===== config.mk =====
export PLATFORM = sky130hd
export DESIGN_NAME = demux_stream
export DESIGN_NICKNAME = d
export VERILOG_FILES = /design/src/rtl/demux_pkg.sv /design/src/rtl/demux_fifo.sv /design/src/rtl/demux_stream.sv
export SDC_FILE = /design/constraint.sdc
export NUM_CORES = 1
export LEC_CHECK = 0
export CAP_MARGIN = 20
export CORE_MARGIN = 1.5
export CORE_UTILIZATION = 56
export DETAILED_ROUTE_END_ITERATION = 16
export PLACE_DENSITY = 0.78
export SLEW_MARGIN = 20
export SYNTH_ARGS = -nofsm -noshare
export SYNTH_HDL_FRONTEND = slang
export SYNTH_SLANG_ARGS = --single-unit

===== constraint.sdc =====
create_clock -name clk -period 8.13 [get_ports clk]
set_input_delay 2.0325 -clock clk [delete_from_list [all_inputs] [get_ports clk]]
set_output_delay 2.0325 -clock clk [all_outputs]
set_load 0.01 [all_outputs]

===== src/rtl/demux_pkg.sv =====
//--------------------------------------------------------------------
// Module : demux_pkg
// Shared constants for the 1:2 byte stream demultiplexer.
// Rev 1.0 - initial release
//--------------------------------------------------------------------
`default_nettype none

package demux_pkg;
   localparam int   DEF_WIDTH = 8;
   localparam logic SEL_A     = 1'b1;   // same encoding as the 2:1 byte mux
   localparam logic SEL_B     = 1'b0;
   localparam int   STAT_W    = 16;
endpackage

`default_nettype wire


===== src/rtl/demux_fifo.sv =====
//--------------------------------------------------------------------
// Module : demux_fifo
// Synchronous FIFO with registered storage; head is the oldest entry.
// Rev 1.0 - initial release
//--------------------------------------------------------------------
`default_nettype none

module demux_fifo
   import demux_pkg::*;
#(
   parameter int WIDTH = DEF_WIDTH,
   parameter int DEPTH = 4
) (
   input  logic             clk,
   input  logic             rst,
   input  logic             push,
   input  logic [WIDTH-1:0] push_data,
   input  logic             pop,
   output logic [WIDTH-1:0] head,
   output logic             full,
   output logic             empty
);

   localparam int AW = $clog2(DEPTH);
   localparam int CW = AW + 1;

   logic [WIDTH-1:0] r_mem [DEPTH];
   logic [AW-1:0]    r_wptr;
   logic [AW-1:0]    r_rptr;
   logic [CW-1:0]    r_count;
   logic             w_do_push;
   logic             w_do_pop;

   assign full      = (r_count == CW'(DEPTH));
   assign empty     = (r_count == '0);
   assign w_do_push = push & ~full;
   assign w_do_pop  = pop & ~empty;
   assign head      = r_mem[r_rptr];

   always_ff @(posedge clk or posedge rst) begin
      if (rst) begin
         for (int i = 0; i < DEPTH; i++) r_mem[i] <= '0;
         r_wptr  <= '0;
         r_rptr  <= '0;
         r_count <= '0;
      end else begin
         if (w_do_push) begin
            r_mem[r_wptr] <= push_data;
            r_wptr        <= r_wptr + 1'b1;
         end
         if (w_do_pop) r_rptr <= r_rptr + 1'b1;
         // Simultaneous push and pop leaves the occupancy unchanged.
         case ({w_do_push, w_do_pop})
            2'b10:   r_count <= r_count + 1'b1;
            2'b01:   r_count <= r_count - 1'b1;
            default: r_count <= r_count;
         endcase
      end
   end

endmodule

`default_nettype wire


===== src/rtl/demux_stream.sv =====
//--------------------------------------------------------------------
// Module : demux_stream
// Routes one valid/ready byte stream to output A (sel=1) or B (sel=0),
// each behind its own FIFO. Optional per-output transfer counters are
// enabled with the DEMUX_STATS_EN macro.
// Rev 1.0 - initial release
//--------------------------------------------------------------------
`default_nettype none

module demux_stream
   import demux_pkg::*;
#(
   parameter int WIDTH = DEF_WIDTH,
   parameter int DEPTH = 4
) (
   input  logic              clk,
   input  logic              rst,
   input  logic [WIDTH-1:0]  in_data,
   input  logic              in_sel,
   input  logic              in_valid,
   output logic              in_ready,
   output logic [WIDTH-1:0]  a_data,
   output logic              a_valid,
   input  logic              a_ready,
   output logic [WIDTH-1:0]  b_data,
   output logic              b_valid,
   input  logic              b_ready
`ifdef DEMUX_STATS_EN
   ,
   output logic [STAT_W-1:0] cnt_a,
   output logic [STAT_W-1:0] cnt_b
`endif
);

   logic w_full_a, w_full_b;
   logic w_empty_a, w_empty_b;
   logic w_accept, w_push_a, w_push_b;

   // Readiness depends only on the selected FIFO, never on in_valid.
   assign in_ready = (in_sel == SEL_A) ? ~w_full_a : ~w_full_b;
   assign w_accept = in_valid & in_ready;
   assign w_push_a = w_accept & (in_sel == SEL_A);
   assign w_push_b = w_accept & (in_sel == SEL_B);

   assign a_valid  = ~w_empty_a;
   assign b_valid  = ~w_empty_b;

   demux_fifo #(.WIDTH(WIDTH), .DEPTH(DEPTH)) u_fifo_a (
      .clk       (clk),
      .rst       (rst),
      .push      (w_push_a),
      .push_data (in_data),
      .pop       (a_ready),
      .head      (a_data),
      .full      (w_full_a),
      .empty     (w_empty_a)
   );

   demux_fifo #(.WIDTH(WIDTH), .DEPTH(DEPTH)) u_fifo_b (
      .clk       (clk),
      .rst       (rst),
      .push      (w_push_b),
      .push_data (in_data),
      .pop       (b_ready),
      .head      (b_data),
      .full      (w_full_b),
      .empty     (w_empty_b)
   );

`ifdef DEMUX_STATS_EN
   logic [STAT_W-1:0] r_cnt_a;
   logic [STAT_W-1:0] r_cnt_b;

   // Saturating counters: stick at all-ones rather than wrap.
   always_ff @(posedge clk or posedge rst) begin
      if (rst) begin
         r_cnt_a <= '0;
         r_cnt_b <= '0;
      end else begin
         if (w_push_a && (r_cnt_a != '1)) r_cnt_a <= r_cnt_a + 1'b1;
         if (w_push_b && (r_cnt_b != '1)) r_cnt_b <= r_cnt_b + 1'b1;
      end
   end

   assign cnt_a = r_cnt_a;
   assign cnt_b = r_cnt_b;
`else
   // Statistics disabled: datapath only.
`endif

endmodule

`default_nettype wire


# Word level (Yosys, flattened, before mapping)
# Cells that the tools add are included.
[totals]
regBits = 78
out_inout_bits = 19
inputBits = 14
elab_cells = 71
[op_classes]
n_addsub = 8
n_reduce_logical = 6
n_bitwise = 16
n_lt_le_gt_ge = 6
n_mux = 15
n_eq_ne = 6
[op_table]
columns = ["cell", "count"]
rows = [
  ["$bwmux W32", 2],
  ["$mux W8", 6],
  ["$bmux W8 S2", 2],
  ["$demux W8 S2", 2],
  ["$ge A3 B3 Y1 const B", 4],
  ["$not A2 Y3", 4],
  ["$pmux W3 S2", 2],
  ["$add A2 B1 Y2 const B", 4],
  ["$and A1 B1 Y1", 7],
  ["$add A3 B1 Y3 const B", 2],
  ["$eq A3 B3 Y1 const B", 2],
  ["$logic_not A3 Y1", 2],
  ["$lt A3 B1 Y1 const B", 2],
  ["$sub A3 B1 Y3 const B", 2],
  ["$not A1 Y1", 5],
  ["$eq A2 B1 Y1 const B", 2],
  ["$eq A2 B2 Y1 const B", 2],
  ["$reduce_bool A2 Y1", 2],
  ["$logic_and A1 B1 Y1", 2],
  ["$mux W1", 1],
]

# Depth between registers and ports, before layout
[logic_depth]
word_depth = 8
mapped_depth = 10
ltp_nobuf = 9

# Cells and area by module
# From an unflattened synthesis, not the netlist that was laid out.
[hier_totals]
cells_unflattened = 235
area_unflattened_um2 = 3614.7
[modules_own_cells]
columns = ["mod", "seq_area_each_um2", "n_inst", "cells_each", "area_per_inst_um2"]
rows = [
  ["demux_fifo", 975.9, 2, 115, 1788.0],
  ["demux_stream", 0.0, 1, 5, 38.8],
]

# Worst setup path after synthesis
# Ideal clock, no wire load.
[synth_path]
path_type = "input to output"
startpoint = "input in_sel"
endpoint = "output in_ready"
path_buffers = 1
t_arrival_ns = 2.454
required_time_ns = 6.097
slack_ns = 3.643
path_stages = 2
cell_sequence = "buf_4 mux2i_1"
[synth_between]
elab_chain_cells = 1
[synth_rtl]
columns = ["element", "line", "rtl"]
rows = [
  ["start, declared", "demux_stream.sv:19", "input logic in_sel,"],
  ["$mux W1", "demux_stream.sv:40", "assign in_ready = (in_sel == SEL_A) ? ~w_full_a : ~w_full_b;"],
  ["end, declared", "demux_stream.sv:21", "output logic in_ready,"],
]
# Every way passes these cells.

# Worst setup path in the final report
# Same ends and word-level chain as after synthesis.

==> out/qor.yml <==
syn_nets: 257
port_buffer_cells: 32
setup_violations: 0
number_of_global_route_vias_before_repair: 2081
clock.fmax_ghz: 0.180
drt.antenna.violating_nets: 0
clk_pin_slew_ns: 0.08
r2r-start: "u_fifo_a.r_count[0]$_DFFE_PP0P_"
cp_max_fo: 7
post_synth_xor_area_fraction_pct: 2.88
hp-class: "flop to flop"
die_h_um: 83.8
ordered_list_of_cells_on_the_worst_path: "clkdlybuf4s50_1 > mux2i_1 > clkdlybuf4s50_1"
longest_individual_stage_delay_on_the_worst_path_ns: 0.67
floorplan.rows: 29
ys_seq_elements: 78
clock_share_of_power_pct: 19.2
via_to_cell_ratio: 5.69
crit_buf_inv: 2
floorplan.core_area_sq_mm: 0.00631
netSwitchingFraction_pct: 29.6
place_ws_ns: 2.58
finClkSkew_ns: 0.00529
detail_route.first_pass.iterations: 4
drc_errors: 0
share_seq_of_total_power_pct: 40.6
drt_iter0_drc: 74
main_combinational_cell_family_by_area_after_synthesis: "multiplexers"
clock_tree.root_cell: "sky130_fd_sc_hd__clkbuf_8"
hpwlAfterDp_um: 4090
drt-total-wl_um: 6130
min_from: "u_fifo_b.r_mem[11]$_DFFE_PP0P_"
inserted_diodes: 0
combinational_power_share_pct: 40.2
path_class: "input pin to output port"
critical_path.reg2reg.endpoint: "u_fifo_a.r_count[2]$_DFFE_PP0P_"
critical_path.startpoint_type: "input pin"
maximum_level_of_the_cts_h_tree: 3
number_of_cells_on_the_worst_reg_to_reg_path: 9
report.final.hold_viol_count: 0
clkSinkCount: 78
post_cts.repair.setup_buffers: 0
antenna_found_initial: 0
timing.critical_path.slowest_stage_cell: "sky130_fd_sc_hd__clkdlybuf4s50_1"
avg_wl_per_cell_um: 17.4
peakVddDrop_mv: 0.260
fin_ws_ns: 2.59
synth.cell_area_sq_mm: 0.00365
timing.setup.tns_ns: 0
dieWidth_um: 83.8
period_share_pct: 68.2
timing.max_cap.violations: 0
synth_edf_count: 0
grt_first_pass_wirelength_um: 10700
ys.flop_type: "sky130_fd_sc_hd__dfrtp_1"
synth_sequential_area_ratio_pct: 53.4
finalNetCount: 296
finalWorstPathRequiredPeriod_ns: 5.54
worstHoldPathCells: 1
worst-endpoint-required_ns: 6.10
num-fill-cells: 489
num_vias: 2004
gr-usage-all-layers_pct: 19.9
holdBufCountCts: 0
status: "finished, final reports clean"
num_io_pins: 33
multiInputGateArea_sq_mm: 0.00163
synth_adder_area_share_pct: 4.52
power.density_mw_per_mm2: 424
ys_warn_count: 0
clk_latency_ns: 0.35
synthesis.area_per_instance_sq_um: 15.8
critical_path.top_delay_family: "buffers and inverters"
worst_path_most_repeated_cell: "sky130_fd_sc_hd__clkdlybuf4s50_1"
synth_compound_area_share_pct: 0.650
tritoncts_clock_tree: "built"
grt_start_max_net_pins: 79
critPathCaptureType: "output port"
tritoncts.num_buffers: 9
synth_simple_gate_area_share_pct: 5.79
switchingPower_uw: 540
maxSlewHeadroom_pct: 36.6
final_layout_size_suffix_gt1_share_pct: 40.7
p_int_uw: 1280
ys_async_rst_share_pct: 100
register_area_sq_mm: 0.00195
grt_setup_unrepaired: "no"
worst_slew_pin_slew_ns: 0.951
gp_routability_congestion: 0.687
die_area_sq_mm: 0.00702
hold-path-endpoint: "u_fifo_b.r_mem[11]$_DFFE_PP0P_"
crit_arrival_ns: 3.51
overflow: 0
postSynthCellCount: 231
ctsLongestPathBuffers: 2
initial_utilization_pct: 57.9
cts.repair.resized: 0
area.growth.synth_to_final_pct: 17.7
timing_max_transition_violations_final: 0
ys_types: 24
p_leak_uw: 0.00181
total_power_uw: 1820
rrSetupSlack_ns: 5.81
yosys-mux-area-fraction_pct: 30.7
==> flip-flops by register name, indices dropped and copies added, names as in the netlist <==
register          cells
u_fifo_a.r_mem       32
u_fifo_b.r_mem       32
u_fifo_a.r_count      3
u_fifo_b.r_count      3
u_fifo_a.r_rptr       2
u_fifo_a.r_wptr       2
u_fifo_b.r_rptr       2
u_fifo_b.r_wptr       2
==> cell usage after synthesis, types with 2 or more instances <==
| library cell | n | area share (%) |
|---|---|---|
| sky130_fd_sc_hd__inv_1 | 13 | 1.3 |
| sky130_fd_sc_hd__xor2_1 | 6 | 1.4 |
| sky130_fd_sc_hd__nor2_1 | 3 | 0.31 |
| sky130_fd_sc_hd__nor3_2 | 4 | 1.1 |
| sky130_fd_sc_hd__xnor2_1 | 6 | 1.4 |
| sky130_fd_sc_hd__nand2_1 | 7 | 0.72 |
| sky130_fd_sc_hd__nor3b_4 | 5 | 2.6 |
| sky130_fd_sc_hd__dfrtp_1 | 78 | 53 |
| sky130_fd_sc_hd__mux2i_1 | 2 | 0.55 |
| sky130_fd_sc_hd__mux2_2 | 66 | 20 |
| sky130_fd_sc_hd__buf_1 | 2 | 0.21 |
| sky130_fd_sc_hd__fa_1 | 2 | 1.1 |
| sky130_fd_sc_hd__buf_2 | 2 | 0.27 |
| sky130_fd_sc_hd__ha_1 | 10 | 3.4 |
| sky130_fd_sc_hd__mux4_2 | 16 | 9.9 |
==> layer usage <==
layer	part of all wire (%)	wire (um)	GRT usage (%)
met1	46	2810	27.9
met2	49	3010	30.6
met3	2.7	167	3.07
met4	2.4	146	10.3
met5	0	0	0
==> how the worst max path moves through the flow <==
stage | cells past startpoint | endpoint | from | slack [ns]
global route | 3 | in_ready | in_sel | 2.52
finish | 3 | in_ready | in_sel | 2.59
global placement | 3 | in_ready | in_sel | 2.64
floorplan | 2 | in_ready | in_sel | 3.64
CTS | 3 | in_ready | in_sel | 2.57
detailed placement | 3 | in_ready | in_sel | 2.58
==> logic make-up after synthesis <==
family	count (synthesis)
compound gates	3
xor+xnor	12
flops	78
fa+ha+maj	12
mux	84
simple gates	24
buf+inv	18
==> area by class of cell <==
class,instances,area share (%)
multi-input combinational,135,37.9
clock buffer,11,3.29
sequential,78,45.4
clock inverter,5,2.47
timing repair buffer,33,7.62
inverter,13,1.13
tap,77,2.24
==> power groups by stage <==
| stage | sequential [uW] | combinational, uW | clock, uW |
|---|---|---|---|
| after floorplan | 667 | 549 | 0 |
| after global placement | 739 | 723 | 0 |
| after detailed placement | 750 | 745 | 0 |
| after CTS | 743 | 747 | 359 |
| after global routing | 776 | 795 | 375 |
| final | 740 | 732 | 351 |
==> per-stage QoR <==
stage / hold WS [ns] / cell area (sq um) / std cells / utilization [%]
6_report: 0.505 / 4300 / 352 / 68.1
5_1_grt: 0.518 / 4300 / 352 / 68.1
4_1_cts: 0.507 / 4300 / 352 / 68.1
3_5_place_dp: 0.491 / 4050 / 336 / 64.2
3_3_place_gp: 0.484 / 4050 / 336 / 64.2
2_1_floorplan: 0.469 / 3650 / 231 / -
==> layout by cell type, fill, tap and decap left out, types with 2 or more instances in the layout <==
master                             n
sky130_fd_sc_hd__dfrtp_1          78
sky130_fd_sc_hd__mux2_2           66
sky130_fd_sc_hd__clkdlybuf4s50_1  32
sky130_fd_sc_hd__mux4_2           16
sky130_fd_sc_hd__inv_1            12
sky130_fd_sc_hd__ha_1             10
sky130_fd_sc_hd__clkbuf_8         10
sky130_fd_sc_hd__nand2_1           7
sky130_fd_sc_hd__xnor2_1           6
sky130_fd_sc_hd__xor2_1            6
sky130_fd_sc_hd__nor3b_4           5
sky130_fd_sc_hd__nor3_2            4
sky130_fd_sc_hd__nor2_1            3
sky130_fd_sc_hd__bufinv_16         3
sky130_fd_sc_hd__mux2i_1           2
sky130_fd_sc_hd__fa_1              2
(Power assumes the default switching activity.)
